## src/rtl/proc_ctrl_pkg.sv

```systemverilog
// proc_ctrl_pkg: shared types and constants for the program-load sequencer.
//   state_t          - sequencer FSM encoding
//   LINE_BYTES       - bytes per cache line / DMA request
//   LINE_OFFSET_BITS - log2(LINE_BYTES), shift from line index to byte address
package proc_ctrl_pkg;

    typedef enum logic [2:0] {
        S_IDLE,
        S_LOAD,
        S_WAIT_UNHALT,
        S_RUN,
        S_DONE,
        S_DRAIN
    } state_t;

    localparam int LINE_BYTES       = 64;
    localparam int LINE_OFFSET_BITS = 6;

endpackage

```

## src/rtl/rd_req_tracker.sv

```systemverilog
// rd_req_tracker: counts DMA read requests accepted and responses received.
// Shared by the load phase (bounds requests, detects the last response) and
// the drain phase (detects when every in-flight read has returned).
//   clk, rst_n    - clock, async active-low reset
//   clr           - zero both counters (new program load)
//   acc           - a request was accepted this cycle
//   rsp           - a response arrived this cycle
//   size          - lines in the current program
//   issued_nxt    - request count after this cycle's update
//   received      - response count before this cycle's update (imem index)
//   all_issued    - issued_nxt == size
//   all_received  - received count after this cycle == size
//   outstanding   - reads still in flight after this cycle
module rd_req_tracker #(
    parameter int SIZE_WIDTH = 16
) (
    input  logic                  clk,
    input  logic                  rst_n,
    input  logic                  clr,
    input  logic                  acc,
    input  logic                  rsp,
    input  logic [SIZE_WIDTH-1:0] size,
    output logic [SIZE_WIDTH-1:0] issued_nxt,
    output logic [SIZE_WIDTH-1:0] received,
    output logic                  all_issued,
    output logic                  all_received,
    output logic                  outstanding
);

    logic [SIZE_WIDTH-1:0] issued;
    logic [SIZE_WIDTH-1:0] received_nxt;

    // Flags look at post-update counts so the FSM can act on the cycle in
    // which the last accept/response happens rather than one cycle later.
    always_comb begin
        issued_nxt   = clr ? '0 : issued + SIZE_WIDTH'(acc);
        received_nxt = clr ? '0 : received + SIZE_WIDTH'(rsp);
        all_issued   = (issued_nxt == size);
        all_received = (received_nxt == size);
        outstanding  = (issued_nxt != received_nxt);
    end

    always_ff @(posedge clk or negedge rst_n) begin
        if (!rst_n) begin
            issued   <= '0;
            received <= '0;
        end else begin
            issued   <= issued_nxt;
            received <= received_nxt;
        end
    end

endmodule

```

## src/rtl/proc_ctrl.sv

```systemverilog
// proc_ctrl: program-load and run sequencer.
// On go, DMA-reads `size` lines from start_addr into instruction memory,
// holds the core halted until unhalt, runs it until it reports halted, then
// raises done. Software reset aborts any phase and drains in-flight reads.
//   clk, rst_n                          - clock, async active-low reset
//   go, reset, unhalt                   - software controls
//   start_addr, size                    - program base (64B aligned), line count
//   done                                - high in DONE only
//   dma_rd_en/addr/ready                - read request channel
//   dma_rd_valid/data                   - in-order read response channel
//   imem_wr_en/addr/data                - instruction-memory write port
//   core_halt, core_rst, core_halted    - core control / status
module proc_ctrl
    import proc_ctrl_pkg::*;
#(
    parameter int ADDR_WIDTH = 64,
    parameter int SIZE_WIDTH = 16,
    parameter int LINE_WIDTH = 512
) (
    input  logic                  clk,
    input  logic                  rst_n,
    input  logic                  go,
    input  logic                  reset,
    input  logic                  unhalt,
    input  logic [ADDR_WIDTH-1:0] start_addr,
    input  logic [SIZE_WIDTH-1:0] size,
    output logic                  done,
    output logic                  dma_rd_en,
    output logic [ADDR_WIDTH-1:0] dma_rd_addr,
    input  logic                  dma_rd_ready,
    input  logic                  dma_rd_valid,
    input  logic [LINE_WIDTH-1:0] dma_rd_data,
    output logic                  imem_wr_en,
    output logic [SIZE_WIDTH-1:0] imem_wr_addr,
    output logic [LINE_WIDTH-1:0] imem_wr_data,
    output logic                  core_halt,
    output logic                  core_rst,
    input  logic                  core_halted
);

    state_t                state, state_nxt;
    logic [ADDR_WIDTH-1:0] base_q, base_eff, line_off;
    logic [SIZE_WIDTH-1:0] size_q, size_eff;
    logic                  rd_en_q;
    logic                  go_take, rd_acc, rd_rsp;
    logic [SIZE_WIDTH-1:0] issued_nxt, received;
    logic                  all_issued, all_received, outstanding;

    // go only starts a load from IDLE/DONE and never while soft reset is held.
    assign go_take  = go && !reset && (state == S_IDLE || state == S_DONE);
    assign base_eff = go_take ? start_addr : base_q;
    assign size_eff = go_take ? size : size_q;

    // The request is registered, but soft reset must kill it in the same
    // cycle so no new read is accepted once an abort is requested.
    assign dma_rd_en = rd_en_q && !reset;
    assign rd_acc    = dma_rd_en && dma_rd_ready;
    assign rd_rsp    = dma_rd_valid && (state == S_LOAD || state == S_DRAIN);

    // Byte offset of the next line; wraps silently at ADDR_WIDTH.
    assign line_off = ADDR_WIDTH'({issued_nxt, {LINE_OFFSET_BITS{1'b0}}});

    rd_req_tracker #(
        .SIZE_WIDTH(SIZE_WIDTH)
    ) u_trk (
        .clk         (clk),
        .rst_n       (rst_n),
        .clr         (go_take),
        .acc         (rd_acc),
        .rsp         (rd_rsp),
        .size        (size_eff),
        .issued_nxt  (issued_nxt),
        .received    (received),
        .all_issued  (all_issued),
        .all_received(all_received),
        .outstanding (outstanding)
    );

    always_comb begin
        state_nxt = state;
        if (reset) begin
            state_nxt = outstanding ? S_DRAIN : S_IDLE;
        end else begin
            case (state)
                S_IDLE, S_DONE: if (go_take) state_nxt = (size == '0) ? S_WAIT_UNHALT : S_LOAD;
                S_LOAD:         if (all_received) state_nxt = S_WAIT_UNHALT;
                S_WAIT_UNHALT:  if (unhalt) state_nxt = S_RUN;
                S_RUN:          if (core_halted) state_nxt = S_DONE;
                S_DRAIN:        if (!outstanding) state_nxt = S_IDLE;
                default:        state_nxt = S_IDLE;
            endcase
        end
    end

    always_ff @(posedge clk or negedge rst_n) begin
        if (!rst_n) begin
            state        <= S_IDLE;
            base_q       <= '0;
            size_q       <= '0;
            rd_en_q      <= 1'b0;
            dma_rd_addr  <= '0;
            imem_wr_en   <= 1'b0;
            imem_wr_addr <= '0;
            imem_wr_data <= '0;
            done         <= 1'b0;
            core_halt    <= 1'b1;
            core_rst     <= 1'b0;
        end else begin
            state <= state_nxt;
            if (go_take) begin
                base_q <= start_addr;
                size_q <= size;
            end
            rd_en_q     <= (state_nxt == S_LOAD) && !all_issued;
            dma_rd_addr <= base_eff + line_off;
            // Responses during an abort are counted by the tracker but
            // never written into imem.
            imem_wr_en  <= (state == S_LOAD) && dma_rd_valid && !reset;
            if ((state == S_LOAD) && dma_rd_valid && !reset) begin
                imem_wr_addr <= received;
                imem_wr_data <= dma_rd_data;
            end
            done      <= (state_nxt == S_DONE);
            core_halt <= (state_nxt != S_RUN);
            core_rst  <= reset;
        end
    end

endmodule
```

## config.mk

```make
export PLATFORM = sky130hd
export DESIGN_NAME = proc_ctrl
export DESIGN_NICKNAME = d
export VERILOG_FILES = /design/src/rtl/proc_ctrl_pkg.sv /design/src/rtl/rd_req_tracker.sv /design/src/rtl/proc_ctrl.sv
export SDC_FILE = /design/constraint.sdc
export NUM_CORES = 1
export LEC_CHECK = 0
export ABC_AREA = 1
export BUFFER_PORTS_ARGS = -buffer_cell sky130_fd_sc_hd__buf_2
export CORE_AREA = 2 2 460 462
export CTS_CLUSTER_DIAMETER = 120
export CTS_CLUSTER_SIZE = 25
export DETAILED_ROUTE_END_ITERATION = 6
export DIE_AREA = 0 0 462 464
export GPL_ROUTABILITY_DRIVEN = 0
export GPL_TIMING_DRIVEN = 0
export SETUP_SLACK_MARGIN = 0.5
export SYNTH_ARGS = -nofsm -noshare
export SYNTH_HDL_FRONTEND = slang
export SYNTH_SLANG_ARGS = --single-unit
```

## constraint.sdc

```tcl
create_clock -name clk -period 4.3 [get_ports clk]
set_input_delay 0.645 -clock clk [delete_from_list [all_inputs] [get_ports clk]]
set_output_delay 0.645 -clock clk [all_outputs]
set_load 0.01 [all_outputs]
```

Yosys cells after proc, flatten, opt, wreduce, memory -nomap -nowiden
Index checks and enable logic that the tools add are counted.
{"block": "totals", "reg_bits": 712, "input_bits": 600, "output_inout_bits": 597, "word_cells": 55}
{"block": "classes", "addsub": 3, "eq_ne": 11, "mux": 13, "reduce_logical": 15}
{"cell": "$add A64 B22 Y64", "count": 1}
{"cell": "$mux W64", "count": 1}
{"cell": "$mux W16", "count": 3}
{"cell": "$add A16 B1 Y16", "count": 2}
{"cell": "$eq A16 B16 Y1", "count": 2}
{"cell": "$mux W3", "count": 7}
{"cell": "$logic_not A16 Y1", "count": 1}
{"cell": "$ne A16 B16 Y1", "count": 1}
{"cell": "$pmux W3 S5", "count": 1}
{"cell": "$eq A3 B3 Y1 const B", "count": 3}
{"cell": "$logic_and A1 B1 Y1", "count": 8}
{"cell": "$eq A3 B1 Y1 const B", "count": 2}
{"cell": "$eq A3 B2 Y1 const B", "count": 2}
{"cell": "$logic_not A3 Y1", "count": 1}
{"cell": "$ne A3 B2 Y1 const B", "count": 1}
{"cell": "$logic_not A1 Y1", "count": 2}
{"cell": "$logic_or A1 B1 Y1", "count": 2}
{"cell": "$mux W2", "count": 1}
{"cell": "$reduce_or A2 Y1", "count": 1}

Longest topological paths before layout
{"block": "logic_depth", "depth_word": 11, "depth_mapped": 25, "mapped_depth_nobuf": 23}

Modules after synthesis
A second synthesis with hierarchy kept.
{"block": "unflattened", "hier_cells": 3745, "area_unflattened_um2": 30471.7}
{"module": "proc_ctrl", "instances": 1, "cells_per_inst": 3281, "area_per_inst_um2": 27620.2, "seq_area_each_um2": 16867.4}
{"module": "rd_req_tracker", "instances": 1, "cells_per_inst": 464, "area_per_inst_um2": 2851.5, "seq_area_each_um2": 800.8}

Least setup slack after synthesis
No wires, ideal clock.
{"block": "synth_path", "path_kind": "input port to flip-flop", "start": "in go", "end": "reg dma_rd_addr[32]", "setup_ps": 118, "arrival_time_ps": 3719, "required_time_ps": 4182, "slack_ps": 463, "cell_stages": 25, "path_buffers": 5, "cell_sequence": "inv_1 nor2_1 nand2_2 buf_6 buf_12 buf_12 buf_4 clkbuf_1 nand2_1 nand2_1 ha_1 fa_1 nand3_1 nand2_1 a21oi_1 inv_1 nand2_1 nand2_2 a21oi_1 o21ai_1 inv_1 nor2_1 nand2_1 xor2_1 inv_1"}
{"block": "synth_via", "elab_chain_cells": 4, "elab_cells_between_ends": 5, "cone_classes": "add/sub: 1; mux: 2; reduce/logical: 2"}
{"element": "start, declared", "line": "proc_ctrl.sv:22", "rtl": "input logic go,"}
{"element": "$logic_and A1 B1 Y1 (2 in a row)", "line": "proc_ctrl.sv:50", "rtl": "assign go_take = go && !reset && (state == S_IDLE || state == S_DONE);"}
{"element": "$mux W64"}
{"element": "named net base_eff[6]", "line": "proc_ctrl.sv:42", "rtl": "logic [ADDR_WIDTH-1:0] base_q, base_eff, line_off;"}
{"element": "$add A64 B22 Y64", "line": "proc_ctrl.sv:115", "rtl": "dma_rd_addr <= base_eff + line_off;"}
{"element": "end signal, assigned", "line": "proc_ctrl.sv:115"}
{"element": "end, declared", "line": "proc_ctrl.sv:29", "rtl": "output logic [ADDR_WIDTH-1:0] dma_rd_addr,"}
The timed path passes the listed nets, and every way through them passes these cells.
A chain may end at the register's enable or synchronous reset.

Worst setup path after layout
{"block": "layout_path", "start": "reg state[1]", "end": "reg dma_rd_addr[50]"}
{"block": "layout_via", "elab_chain_cells": 5, "elab_cells_between_ends": 7, "cone_classes": "add/sub: 1; eq/ne: 1; mux: 2; reduce/logical: 3"}
{"element": "start, declared", "line": "proc_ctrl.sv:41", "rtl": "state_t state, state_nxt;"}
{"element": "start signal, assigned", "line": "proc_ctrl.sv:109", "rtl": "state <= state_nxt;"}
{"element": "$eq A3 B3 Y1 or $logic_not A3 Y1 (tied branches)", "line": "proc_ctrl.sv:50"}
{"element": "$logic_or A1 B1 Y1 *", "line": "proc_ctrl.sv:50"}
{"element": "$logic_and A1 B1 Y1 *", "line": "proc_ctrl.sv:50"}
{"element": "$mux W16 *", "line": "rd_req_tracker.sv:36", "rtl": "issued_nxt = clr ? '0 : issued + SIZE_WIDTH'(acc);"}
{"element": "named net issued_nxt[3]", "line": "proc_ctrl.sv:46", "rtl": "logic [SIZE_WIDTH-1:0] issued_nxt, received;"}
{"element": "$add A64 B22 Y64 *", "line": "proc_ctrl.sv:115"}
The timed path passes the listed nets; every way through them passes the cells marked *.

==> impl_metrics.py <==
metrics = {
    "run_status": {
        "status": "finished, final reports clean",
    },
    "worst_setup_path": {
        "reg2reg_from": "state[1]",
        "endpoint_kind": "flop",
        "startpoint_type": "flop",
        "crit_arrival_ns": 4.31,
        "crit_type": "reg2reg",
        "reg2reg_to": "dma_rd_addr[50]",
        "crit_fanout": 10,
        "r2r_cells": 22,
        "r2r_slack_ns": 0.58,
        "startpoint": "state[1]",
        "required_ns": 4.89,
    },
    "power": {
        "p_comb_share_pct": 44.6,
        "p_leak_nw": 22.1,
        "power_density_mw_per_mm2": 696,
        "pwr-share-seq_pct": 39.7,
        "p_switching_mw": 13.1,
        "switching_share_pct": 45.6,
        "clkPwrFrac_pct": 15.8,
        "internal_power_mw": 15.7,
        "finalPower_mw": 28.8,
        "peakVddDrop_mv": 0.400,
    },
    "synthesis": {
        "synth_cell_type_count": 47,
        "yosysSeqAreaShare_pct": 59.9,
        "syn_area_sq_mm": 0.0295,
        "synth_edf_count": 0,
        "synthCells": 3455,
        "syn-num-nets": 4076,
        "syn_area_per_cell_sq_um": 8.53,
        "yosysTopAreaCellShare_pct": 59.8,
        "synth_area_leader_cell": "dfrtp_1",
        "synth_ff_type": "dfrtp_1",
        "synthTopCellsByArea": "dfrtp_1, nand2_1, xor2_1",
        "synthArstFlopShare_pct": 100,
        "ys_seq_elements": 706,
        "synth_warnings": 0,
    },
    "timing": {
        "slew_headroom_pct": 10.2,
        "hold-worst-slack_ns": 0.129,
        "timing.final.crit_share_pct": 86.4,
        "min_period_ns": 3.72,
        "setup_viol": 0,
        "worst_pin_slew_ns": 1.35,
        "hold_viol": 0,
        "fin_setup_tns_ns": 0,
        "rsz0062_at_grt": "yes",
        "fmax_mhz": 269,
        "final_max_slew_viol_count": 0,
        "skew_ns": 0.0389,
    },
    "cts": {
        "numCtsBuffers": 39,
        "path_clk_slew_ns": 0.11,
        "h-tree-depth": 2,
        "clk_latency_ns": 0.68,
        "cts_tree": "yes",
        "cts.sinks": 706,
        "ctsLongestPathBuffers": 3,
        "root_buffer": "clkbuf_16",
    },
    "worst_hold_path": {
        "hp-start": "dma_rd_data[123]",
        "holdPathStages": 3,
        "hold-path-endpoint": "imem_wr_data[123]",
        "hold_path_class": "in2reg",
    },
    "cells_and_area": {
        "nNetsFinal": 5353,
        "layout.cells.most_common": "nand2_1",
        "drive_above_1_share_pct": 31.0,
        "mostFrequentLayoutCells": "nand2_1, buf_2, dfrtp_1",
        "area_growth_pct": 40.3,
    },
    "route": {
        "drt-initial-drc-count": 2769,
        "drcViolationCount": 0,
        "ant_nets": 0,
        "drt-total-wl_um": 191000,
        "dr.pass1.iters": 7,
        "wl_per_cell_um": 25.1,
        "vias": 30077,
        "vias_per_cell": 3.95,
    },
    "floorplanning": {
        "dieArea_sq_mm": 0.214,
        "start_util_pct": 14.1,
        "die_w_um": 462,
        "die_y_um": 464,
        "rows": 168,
        "pin_count": 1197,
        "core_sq_mm": 0.209,
    },
    "grt": {
        "grt_remaining_overflow": 0,
        "grt_start_max_net_pins": 118,
        "grt_pass1_wl_um": 250000,
        "antenna_found_initial": 84,
        "grtUsageTotal_pct": 17.1,
        "grt_pass1_vias": 29370,
    },
    "job": {
        "drv_cap": 0,
    },
    "place": {
        "hpwlAfterDp_um": 162000,
        "port_buffers": 1196,
    },
}
how the worst max path moves through the flow:
| stage | to |
|---|---|
| global route | imem_wr_data[253] |
| floorplan | dma_rd_addr[32] |
| detailed placement | dma_rd_addr[50] |
| CTS | dma_rd_addr[50] |
| global placement | imem_wr_data[475] |
| finish | dma_rd_addr[50] |
cells in the mapped netlist (10+ instances only):
| master | number |
|---|---|
| xnor2_1 | 17 |
| buf_6 | 10 |
| buf_4 | 11 |
| clkbuf_1 | 118 |
| inv_1 | 143 |
| o21ai_2 | 17 |
| dfrtp_1 | 705 |
| xor2_1 | 62 |
| nand4_1 | 26 |
| nand2_1 | 1896 |
| nand3_1 | 81 |
| or2_1 | 13 |
| nor2_2 | 12 |
| nor2_1 | 137 |
| nor3_1 | 14 |
| ha_1 | 20 |
| o21ai_0 | 21 |
| o21ai_1 | 28 |
| nor4_1 | 13 |
| or2_2 | 26 |
| a21oi_1 | 22 |
state kept, by name (all words and copies together), names as in the netlist, 3 cells and up:
| register | count |
|---|---|
| size_q | 16 |
| u_trk.received | 16 |
| state | 3 |
| imem_wr_data | 512 |
| u_trk.issued | 16 |
| dma_rd_addr | 58 |
| imem_wr_addr | 16 |
| base_q | 64 |
layout make-up:
class	instances	area, sq um
clock buffers	43	1000
well taps	2805	3510
plain buffers	146	787
flip-flops and latches	706	17700
inverters	153	577
clock inverters	15	263
repair buffers	1236	6480
diodes	66	165
multi-input cells	2450	10900
fillers	23446	168000
cells by family (layout without fill, tap and decap cells):
kind of cell / count (synthesis) / in the layout / synth area share, %
other: 0 / 66 / 0
and+or+nand+nor: 2253 / 2253 / 30.5
buffers and inverters: 299 / 1593 / 4.32
xor gates and xnor gates: 79 / 79 / 2.35
AOI/OAI and AO/OA: 97 / 97 / 1.94
adders and majority gates: 21 / 21 / 0.917
DFF: 706 / 706 / 59.9
timing repair:
item / in CTS / in global routing
setup buffers: 12 / 18
setup endpoints to repair: 65 / 44
hold buffers: 1 / 0
pin swaps: 7 / 14
resized for setup: 60 / 44
cloned: 0 / 1
hold endpoints to repair: 58 / 0
power groups by stage:
stage | clock [mW] | combinational [mW] | sequential [mW]
3_3_place_gp | 0 | 12.5 | 11.4
2_1_floorplan | 0 | 4.45 | 12.3
6_report | 4.53 | 12.8 | 11.4
4_1_cts | 4.68 | 12.8 | 11.3
5_1_grt | 4.90 | 14.0 | 11.7
3_5_place_dp | 0 | 12.6 | 11.4
layer usage:
layer / global-route usage [%] / up-vias / wire, um / share of wire [%]
li1: - / 13139 / - / -
met3: 10.0 / 349 / 28600 / 15
met5: 0.498 / - / 307 / 0.16
met1: 18.5 / 14538 / 68100 / 36
met2: 26.9 / 2019 / 84900 / 44
met4: 7.56 / 32 / 9560 / 5.0
worst max-delay path, cell delays in order (launching register included):
cell	delay, ns
dfrtp_1	0.40
buf_6	0.14
nor2_4	0.09
nand2_2	0.08
buf_12	0.13
buf_4	0.19
buf_4	0.23
nand3_1	0.20
inv_1	0.19
ha_4	0.34
nand3_2	0.08
nand2_2	0.10
a21oi_2	0.07
inv_1	0.09
nand2_1	0.07
nand2_2	0.11
a21oi_4	0.08
o21ai_4	0.20
inv_4	0.06
nor2_4	0.19
nand2_2	0.14
nor2_2	0.19
xor2_2	0.23
stage by stage:
step / utilization [%] / std cells / instance area, sq um / setup slack [ns]
global route: 19.7 / 7601 / 41300 / 0.453
floorplan: - / 3455 / 29500 / 0.518
detailed placement: 18.7 / 7464 / 39200 / -0.968
finish: 19.8 / 7620 / 41300 / 0.584
global placement: 18.6 / 7456 / 39000 / -12.79
CTS: 19.5 / 7535 / 40800 / 0.341
(Power assumes the default switching activity.)
